`src/rtl/seq_div.sv`:
```
// rtl/seq_div.sv - 32-bit sequential radix-2 restoring divider, signed and unsigned
//
// Ports:
//   clk          single clock, rising edge
//   reset        synchronous reset, active-high
//   start        request a division; accepted only while idle
//   is_signed    1 = signed two's-complement, 0 = unsigned (latched with start)
//   dividend     dividend operand (latched with start)
//   divisor      divisor operand (latched with start)
//   q            quotient, registered, held until the next completion
//   r            remainder, registered, held until the next completion
//   busy         high while iterating
//   done         one-cycle pulse when q/r are updated
//   div_by_zero  high together with done when the latched divisor was zero

module seq_div (
  input  logic        clk,
  input  logic        reset,
  input  logic        start,
  input  logic        is_signed,
  input  logic [31:0] dividend,
  input  logic [31:0] divisor,
  output logic [31:0] q,
  output logic [31:0] r,
  output logic        busy,
  output logic        done,
  output logic        div_by_zero
);

  typedef enum logic [1:0] {
    S_IDLE = 2'd0,
    S_CALC = 2'd1,
    S_DONE = 2'd2
  } state_t;

  state_t state;
  state_t state_nxt;

  logic [4:0]  cnt;
  logic        sgn;
  logic        dvd_neg;
  logic        dvs_neg;
  logic        dz;
  logic [31:0] dvs_mag;
  logic [31:0] rem;
  logic [31:0] quo;

  // Operand magnitudes at the accepting edge
  logic [31:0] dvd_abs;
  logic [31:0] dvs_abs;

  // One restoring iteration
  logic [32:0] shifted;
  logic [32:0] diff;
  logic [31:0] rem_nxt;
  logic [31:0] quo_nxt;

  // Sign-corrected results for the final iteration
  logic [31:0] q_fix;
  logic [31:0] r_fix;

  logic accept;
  logic last_iter;

  assign accept    = (state == S_IDLE) && start;
  assign last_iter = (state == S_CALC) && (cnt == 5'd31);

  assign busy = (state == S_CALC);
  assign done = (state == S_DONE);

  always_comb begin
    dvd_abs = dividend;
    dvs_abs = divisor;
    if (is_signed && dividend[31]) dvd_abs = 32'd0 - dividend;
    if (is_signed && divisor[31])  dvs_abs = 32'd0 - divisor;
  end

  // The partial remainder is always below the divisor magnitude, so the
  // shifted value fits 33 bits and bit 32 of the difference is the borrow.
  always_comb begin
    shifted = {rem, quo[31]};
    diff    = shifted - {1'b0, dvs_mag};
    rem_nxt = diff[32] ? shifted[31:0] : diff[31:0];
    quo_nxt = {quo[30:0], ~diff[32]};
  end

  // A zero divisor makes every trial subtraction succeed, leaving the
  // dividend magnitude as remainder; re-applying the dividend sign then
  // restores the original dividend. The quotient is forced to all ones.
  // The most-negative / -1 case needs no special handling: the magnitude
  // quotient 0x80000000 negates to itself.
  always_comb begin
    q_fix = quo_nxt;
    r_fix = rem_nxt;
    if (sgn && (dvd_neg ^ dvs_neg)) q_fix = 32'd0 - quo_nxt;
    if (sgn && dvd_neg)             r_fix = 32'd0 - rem_nxt;
    if (dz)                         q_fix = 32'hFFFF_FFFF;
  end

  always_ff @(posedge clk) begin
    if (reset) state <= S_IDLE;
    else       state <= state_nxt;
  end

  always_comb begin
    state_nxt = state;
    case (state)
      S_IDLE:  if (start) state_nxt = S_CALC;
      S_CALC:  if (cnt == 5'd31) state_nxt = S_DONE;
      S_DONE:  state_nxt = S_IDLE;
      default: state_nxt = S_IDLE;
    endcase
  end

  always_ff @(posedge clk) begin
    if (reset) begin
      cnt         <= 5'd0;
      sgn         <= 1'b0;
      dvd_neg     <= 1'b0;
      dvs_neg     <= 1'b0;
      dz          <= 1'b0;
      dvs_mag     <= 32'd0;
      rem         <= 32'd0;
      quo         <= 32'd0;
      q           <= 32'd0;
      r           <= 32'd0;
      div_by_zero <= 1'b0;
    end else if (accept) begin
      cnt     <= 5'd0;
      sgn     <= is_signed;
      dvd_neg <= is_signed & dividend[31];
      dvs_neg <= is_signed & divisor[31];
      dz      <= (divisor == 32'd0);
      dvs_mag <= dvs_abs;
      rem     <= 32'd0;
      quo     <= dvd_abs;
    end else if (state == S_CALC) begin
      cnt <= cnt + 5'd1;
      rem <= rem_nxt;
      quo <= quo_nxt;
      if (last_iter) begin
        q           <= q_fix;
        r           <= r_fix;
        div_by_zero <= dz;
      end
    end
  end

endmodule

```
`config.mk`:
```
export PLATFORM = sky130hd
export DESIGN_NAME = seq_div
export DESIGN_NICKNAME = d
export VERILOG_FILES = /design/src/rtl/seq_div.sv
export SDC_FILE = /design/constraint.sdc
export NUM_CORES = 1
export LEC_CHECK = 0
export BUFFER_PORTS_ARGS = -buffer_cell sky130_fd_sc_hd__clkbuf_2
export CELL_PAD_IN_SITES_DETAIL_PLACEMENT = 1
export CELL_PAD_IN_SITES_GLOBAL_PLACEMENT = 1
export CORE_MARGIN = 3
export CORE_UTILIZATION = 40
export CTS_BUF_LIST = sky130_fd_sc_hd__clkbuf_8 sky130_fd_sc_hd__clkbuf_16
export DETAILED_ROUTE_END_ITERATION = 8
export PLACE_DENSITY = 0.89
export SLEW_MARGIN = 20
export SYNTH_ARGS = -nofsm -noshare
export SYNTH_HDL_FRONTEND = slang
export SYNTH_SLANG_ARGS = --single-unit
export TNS_END_PERCENT = 5
```
`constraint.sdc`:
```
create_clock -name clk -period 4.6 [get_ports clk]
set_input_delay 0.92 -clock clk [delete_from_list [all_inputs] [get_ports clk]]
set_output_delay 0.92 -clock clk [all_outputs]
set_load 0.005 [all_outputs]
```
-- After elaboration in Yosys (flattened, before gate mapping)
Cells that the tools add are included.
W data, S select, Z words.
- $add $sub $neg: 6
- equal/unequal tests: 5
- reduce and logical (&&, ||, !) cells: 12
- bitwise gates (word level): 5
- mux-type cells: 11
- operators with widths (cell ; number):
    $mux W32 ; 8
    $sub A1 B32 Y32 const A ; 4
    $sub A33 B32 Y33 ; 1
    $logic_not A32 Y1 ; 1
    $logic_and A1 B1 Y1 ; 6
    $add A5 B1 Y5 const B ; 1
    $eq A5 B5 Y1 const B ; 1
    $mux W2 ; 2
    $pmux W2 S2 ; 1
    $reduce_and A3 Y1 ; 1
    $and A1 B1 Y1 ; 2
    $eq A2 B1 Y1 const B ; 1
    $eq A2 B2 Y1 const B ; 1
    $logic_not A2 Y1 ; 1
    $ne A2 B1 Y1 const B ; 1
    $ne A2 B2 Y1 const B ; 1
    $not A1 Y1 ; 2
    $reduce_and A2 Y1 ; 1
    $reduce_bool A2 Y1 ; 1
    $reduce_or A2 Y1 ; 1
    $xor A1 B1 Y1 ; 1
- bits of input ports: 68
- word-level logic and storage cells: 51
- flip-flop bits (word level): 172
- output and inout port bits: 67

-- Longest topological paths before layout
- depth in word-level cells: 5
- gate-level depth with buffers: 23
- depth with buffers taken out: 21

-- Worst setup path after synthesis
No wires, ideal clock.
- path type: flip-flop to flip-flop
- start point: register dvs_mag[26]
- end point: register r[26]
- stages on the path, launching flop included: 23
- data arrival time: 4.367 ns
- clock period less this slack: 4.500 ns
- required time: 4.467 ns
- slack: 0.100 ns
- buffers on the path: 3
- library setup time: 0.133 ns
- cells stage by stage: dfxtp_1 inv_1 ha_1 buf_2 and3_4 nand2_1 or4_4 a21oi_4 o21a_1 nor2_1 clkinv_1 buf_4 clkbuf_1 nor2_1 a21oi_1 ha_1 nand4b_1 a2111oi_0 a41oi_1 nor3_1 and3_1 mux2i_1 a31oi_1
- cells in the longest elaborated chain, start to end: 4
- ends and longest elaborated chain (element ; RTL line ; source):
    start: declaration ; 44 ; logic [31:0] dvs_mag;
    start signal: assignment ; 134 ; dvs_mag <= dvs_abs;
    $sub A33 B32 Y33 (*) ; 82 ; diff = shifted - {1'b0, dvs_mag};
    $mux W32 (*) ; 83 ; rem_nxt = diff[32] ? shifted[31:0] : diff[31:0];
    $sub A1 B32 Y32 ; 96 ; if (sgn && dvd_neg) r_fix = 32'd0 - rem_nxt;
    $mux W32 (*) ; 96 ;
    end signal: assignment ; 143 ; r <= r_fix;
    end: declaration ; 24 ; output logic [31:0] r,
Every way passes the cells marked *; elsewhere a longest branch is shown, timed or not.
A chain may end at the register's enable or synchronous reset.

-- Worst setup path after layout
- start point: register dvs_mag[31]
- end point: register r[30]
The elaborated chain is that of the path after synthesis.

==> flow_results.xml <==
<?xml version="1.0" encoding="UTF-8"?>
<metrics>
  <group name="cells_and_area">
    <metric name="fill_cells" unit="">3633</metric>
    <metric name="antennaDiodeCount" unit="">0</metric>
    <metric name="final_net_count" unit="">1762</metric>
    <metric name="drive_gt1_share" unit="%">15.2</metric>
    <metric name="finalInstanceArea" unit="mm^2">0.0134</metric>
    <metric name="synthToLayoutAreaGrowth" unit="%">14.6</metric>
  </group>
  <group name="clocking">
    <metric name="cts_hold_repair.buffers" unit="">0</metric>
    <metric name="tritoncts" unit="">yes</metric>
    <metric name="ctsHtreeMaxLevel" unit="">4</metric>
    <metric name="clockBufferDepth" unit="">2</metric>
    <metric name="clk_pin_slew" unit="ns">0.08</metric>
    <metric name="cts-buffers-inserted" unit="">17</metric>
    <metric name="cts.root.buffer_cell" unit="">sky130_fd_sc_hd__clkbuf_16</metric>
    <metric name="insertion_delay" unit="ns">0.46</metric>
    <metric name="clock_sink_count" unit="">172</metric>
  </group>
  <group name="logic_synthesis">
    <metric name="post-synth-top-count-cell" unit="">sky130_fd_sc_hd__nor2_1</metric>
    <metric name="synth_enable_flop_cells" unit="">0</metric>
    <metric name="avgSynthCellArea" unit="um^2">7.48</metric>
    <metric name="synth_top_area_share" unit="%">29.4</metric>
    <metric name="synth_fp_nets" unit="">1672</metric>
    <metric name="post_synth_instance_area" unit="mm^2">0.0117</metric>
    <metric name="async_flop_share" unit="%">0</metric>
    <metric name="ys_warn_count" unit="">0</metric>
    <metric name="synth.cells.most_frequent" unit="">sky130_fd_sc_hd__nor2_1, sky130_fd_sc_hd__dfxtp_1, sky130_fd_sc_hd__nand2_1</metric>
    <metric name="synth.top_cells.by_area" unit="">sky130_fd_sc_hd__dfxtp_1, sky130_fd_sc_hd__a21oi_1, sky130_fd_sc_hd__nor2_1</metric>
    <metric name="synth_seq_area_share" unit="%">29.4</metric>
    <metric name="post_synth_num_cell_types" unit="">85</metric>
    <metric name="yosys_register_bits" unit="">172</metric>
    <metric name="synth_cells" unit="">1565</metric>
    <metric name="dominantRegCellSynth" unit="">sky130_fd_sc_hd__dfxtp_1</metric>
    <metric name="yosysTopAreaCell" unit="">sky130_fd_sc_hd__dfxtp_1</metric>
  </group>
  <group name="timing">
    <metric name="skew" unit="ns">0.0244</metric>
    <metric name="fin_ws" unit="ns">0.175</metric>
    <metric name="fmax" unit="MHz">226</metric>
    <metric name="hold_viol_final" unit="">0</metric>
    <metric name="final.period_utilization" unit="%">96.2</metric>
    <metric name="report.final.slew_viol_count" unit="">0</metric>
    <metric name="setup_violations" unit="">0</metric>
    <metric name="period_minus_slack" unit="ns">4.43</metric>
    <metric name="max_slew_margin" unit="%">33.1</metric>
    <metric name="max_slew.worst_pin.slew" unit="ns">1.00</metric>
  </group>
  <group name="run_status">
    <metric name="outcome" unit="">finished clean</metric>
  </group>
  <group name="placed_design">
    <metric name="buffer_ports.inserted" unit="">134</metric>
    <metric name="placed_area" unit="mm^2">0.0127</metric>
    <metric name="detailedPlace.worstSlack" unit="ns">0.135</metric>
    <metric name="gp_congestion" unit="">0.941</metric>
    <metric name="detailedPlacementHpwl" unit="mm">31.8</metric>
  </group>
  <group name="route">
    <metric name="vias" unit="">12434</metric>
    <metric name="routed_length_per_placed_instance" unit="um">21.0</metric>
    <metric name="wl" unit="mm">43.0</metric>
    <metric name="ant_nets" unit="">0</metric>
    <metric name="drcViolationCount" unit="">0</metric>
    <metric name="route.detailed.vias_per_inst" unit="">6.06</metric>
    <metric name="initialDrtViolationCount" unit="">1240</metric>
    <metric name="drt_pre_antenna_iters" unit="">5</metric>
  </group>
  <group name="global_routing">
    <metric name="grt_pass1_wl" unit="mm">66.2</metric>
    <metric name="grt_overflow_total" unit="">0</metric>
    <metric name="grt_util_all_layers" unit="%">26.3</metric>
    <metric name="grt_max_degree" unit="">72</metric>
    <metric name="first_global_vias" unit="">12182</metric>
    <metric name="number_of_antenna_violations_at_the_first_check_in_global_routing" unit="">1</metric>
  </group>
  <group name="floorplan">
    <metric name="initial_cell_density_of_the_core" unit="%">40.7</metric>
    <metric name="die_h" unit="um">177</metric>
    <metric name="die-width" unit="um">177</metric>
    <metric name="die_area" unit="mm^2">0.0314</metric>
    <metric name="core" unit="mm^2">0.0288</metric>
    <metric name="floorplan.rows" unit="">62</metric>
    <metric name="pin_count" unit="">135</metric>
  </group>
  <group name="critical_path">
    <metric name="critical_path.endpoint_type" unit="">flop</metric>
    <metric name="crit_path_start_kind" unit="">flop</metric>
    <metric name="critPathMaxFanout" unit="">5</metric>
    <metric name="worst_ep_arrival_time" unit="ns">4.76</metric>
    <metric name="worst_r2r_path_depth" unit="">18</metric>
    <metric name="timing_worst_setup_path_type" unit="">flop to flop</metric>
    <metric name="cp_data_required_time" unit="ns">4.94</metric>
  </group>
  <group name="power_and_ir_drop">
    <metric name="pwr_density_cell" unit="mW/mm^2">376</metric>
    <metric name="power.share.combinational" unit="%">38.1</metric>
    <metric name="irDropWorstVdd" unit="mV">0.297</metric>
    <metric name="proportion_of_power_drawn_by_the_clock_network" unit="%">29.3</metric>
    <metric name="p_total" unit="mW">5.04</metric>
    <metric name="p_leak" unit="nW">5.30</metric>
    <metric name="netSwitchingPower" unit="mW">2.08</metric>
    <metric name="p_int" unit="mW">2.96</metric>
    <metric name="p_seq_share" unit="%">32.6</metric>
    <metric name="power.switching_fraction" unit="%">41.3</metric>
  </group>
  <group name="hold_path">
    <metric name="whs_path_depth" unit="">2</metric>
    <metric name="hold_path_class" unit="">flop to flop</metric>
  </group>
  <group name="flow_run">
    <metric name="timing.max_cap.violations" unit="">0</metric>
  </group>
</metrics>
[placed cells by master (no fill, tap or decap), types with 7 or more instances in the layout]
cell type                   Yosys  layout
sky130_fd_sc_hd__nand2_1      168     168
sky130_fd_sc_hd__clkbuf_2       0     133
sky130_fd_sc_hd__o21a_1        16      16
sky130_fd_sc_hd__nor4_1        18      18
sky130_fd_sc_hd__a21o_1        17      17
sky130_fd_sc_hd__a31oi_1       21      21
sky130_fd_sc_hd__nor2_1       197     196
sky130_fd_sc_hd__nor2b_1        9       9
sky130_fd_sc_hd__ha_1          38      34
sky130_fd_sc_hd__xor2_1        52      52
sky130_fd_sc_hd__a21oi_1      164     161
sky130_fd_sc_hd__o21ai_1        9       9
sky130_fd_sc_hd__a311oi_1      21      21
sky130_fd_sc_hd__nand3_1       15      15
sky130_fd_sc_hd__clkbuf_16      0      17
sky130_fd_sc_hd__a22oi_1       31      31
sky130_fd_sc_hd__o211ai_1       7       7
sky130_fd_sc_hd__and3_1        10      10
sky130_fd_sc_hd__and2_1        23      21
sky130_fd_sc_hd__a211oi_1      57      56
sky130_fd_sc_hd__o31ai_1       16      16
sky130_fd_sc_hd__inv_1         62      61
sky130_fd_sc_hd__nand2b_1       8       7
sky130_fd_sc_hd__or3_1         21      21
sky130_fd_sc_hd__xnor2_1       72      72
sky130_fd_sc_hd__nor3_1        41      40
sky130_fd_sc_hd__nand4_1       11      11
sky130_fd_sc_hd__o22ai_1       24      24
sky130_fd_sc_hd__buf_4          4      43
sky130_fd_sc_hd__mux2i_1       24      23
sky130_fd_sc_hd__o21ai_0       47      47
sky130_fd_sc_hd__dfxtp_1      172     170
[per-layer routing]
metal	track usage, %	up-vias	wire (um)
met2	42.4	512	19500
met1	35.7	6011	19200
li1	-	5796	-
met4	10.2	2	1620
met3	3.69	113	2680
met5	0	-	13
[power groups by stage]
| stage | Clock [mW] | Sequential [mW] | Combinational (mW) |
|---|---|---|---|
| final | 1.48 | 1.65 | 1.92 |
| after global routing | 1.54 | 1.65 | 2.06 |
| after CTS | 1.49 | 1.64 | 1.83 |
| after detailed placement | 0 | 1.67 | 1.80 |
| after global placement | 0 | 1.67 | 1.74 |
| after floorplan | 0 | 1.64 | 1.27 |
[sequential cells by signal, summed over array words and instances, names as in the netlist]
name         cells
dvs_mag         32
q               32
quo             32
r               32
rem             32
cnt              5
state            2
div_by_zero      1
dvd_neg          1
dvs_neg          1
dz               1
sgn              1
[through the flow]
| stage | std cells | setup TNS, ns | hold WS, ns | util, % |
|---|---|---|---|---|
| after floorplan | 1565 | 0 | 0.441 | - |
| after global placement | 2020 | 0 | 0.442 | 44.3 |
| after detailed placement | 2020 | 0 | 0.447 | 44.3 |
| after CTS | 2052 | 0 | 0.458 | 46.3 |
| after global routing | 2052 | -0.0532 | 0.474 | 46.6 |
| final | 2052 | 0 | 0.456 | 46.6 |
[repair_timing]
item                       CTS  global route
setup buffers                0             0
setup endpoints to repair    0             9
hold endpoints to repair     0             0
resized for setup            0            20
[logic make-up (layout without fill, tap and decap cells)]
kind of cell             after synthesis  after routing  share of synthesized area (%)
XOR/XNOR                             124            124                           9.27
flip-flops                           172            172                           29.4
AND/OR/NAND/NOR                      552            552                           21.8
AO/OA/AOI/OAI                        483            483                           27.1
adder cells (fa/ha/maj)               39             39                           4.23
multiplexers                          27             27                           2.34
buffers and inverters                168            271                           5.83
[worst max-delay path, stage by stage (launching register included)]
cell	delay, ns
sky130_fd_sc_hd__dfxtp_1	0.41
sky130_fd_sc_hd__inv_1	0.15
sky130_fd_sc_hd__ha_4	0.33
sky130_fd_sc_hd__nand4_1	0.16
sky130_fd_sc_hd__or4_4	0.60
sky130_fd_sc_hd__a21oi_4	0.17
sky130_fd_sc_hd__o21a_1	0.20
sky130_fd_sc_hd__nor2_4	0.06
sky130_fd_sc_hd__inv_2	0.10
sky130_fd_sc_hd__o21ai_0	0.15
sky130_fd_sc_hd__inv_1	0.10
sky130_fd_sc_hd__ha_1	0.17
sky130_fd_sc_hd__nand4b_1	0.18
sky130_fd_sc_hd__a2111oi_4	0.38
sky130_fd_sc_hd__a41oi_2	0.14
sky130_fd_sc_hd__nor4b_4	0.42
sky130_fd_sc_hd__a41oi_1	0.25
sky130_fd_sc_hd__xor2_1	0.26
sky130_fd_sc_hd__o21ai_1	0.09
[area by class of cell]
type | count | area [um^2] | area share (%)
Sequential cell | 172 | 3450 | 25.7
Inverter | 63 | 236 | 1.76
Timing Repair Buffer | 176 | 988 | 7.36
Clock inverter | 15 | 148 | 1.10
Tap cell | 384 | 480 | 3.58
Clock buffer | 17 | 425 | 3.17
Multi-Input combinational cell | 1225 | 7700 | 57.4
[final timing paths]
path	startpoint	end	slack, ns
max reg2reg	dvs_mag[31]	r[30]	0.17
min reg2reg	r[19]	r[19]	0.46
min	r[19]	r[19]	0.46
max	dvs_mag[31]	r[30]	0.17
Note: power is estimated with default switching activity, not from simulation.
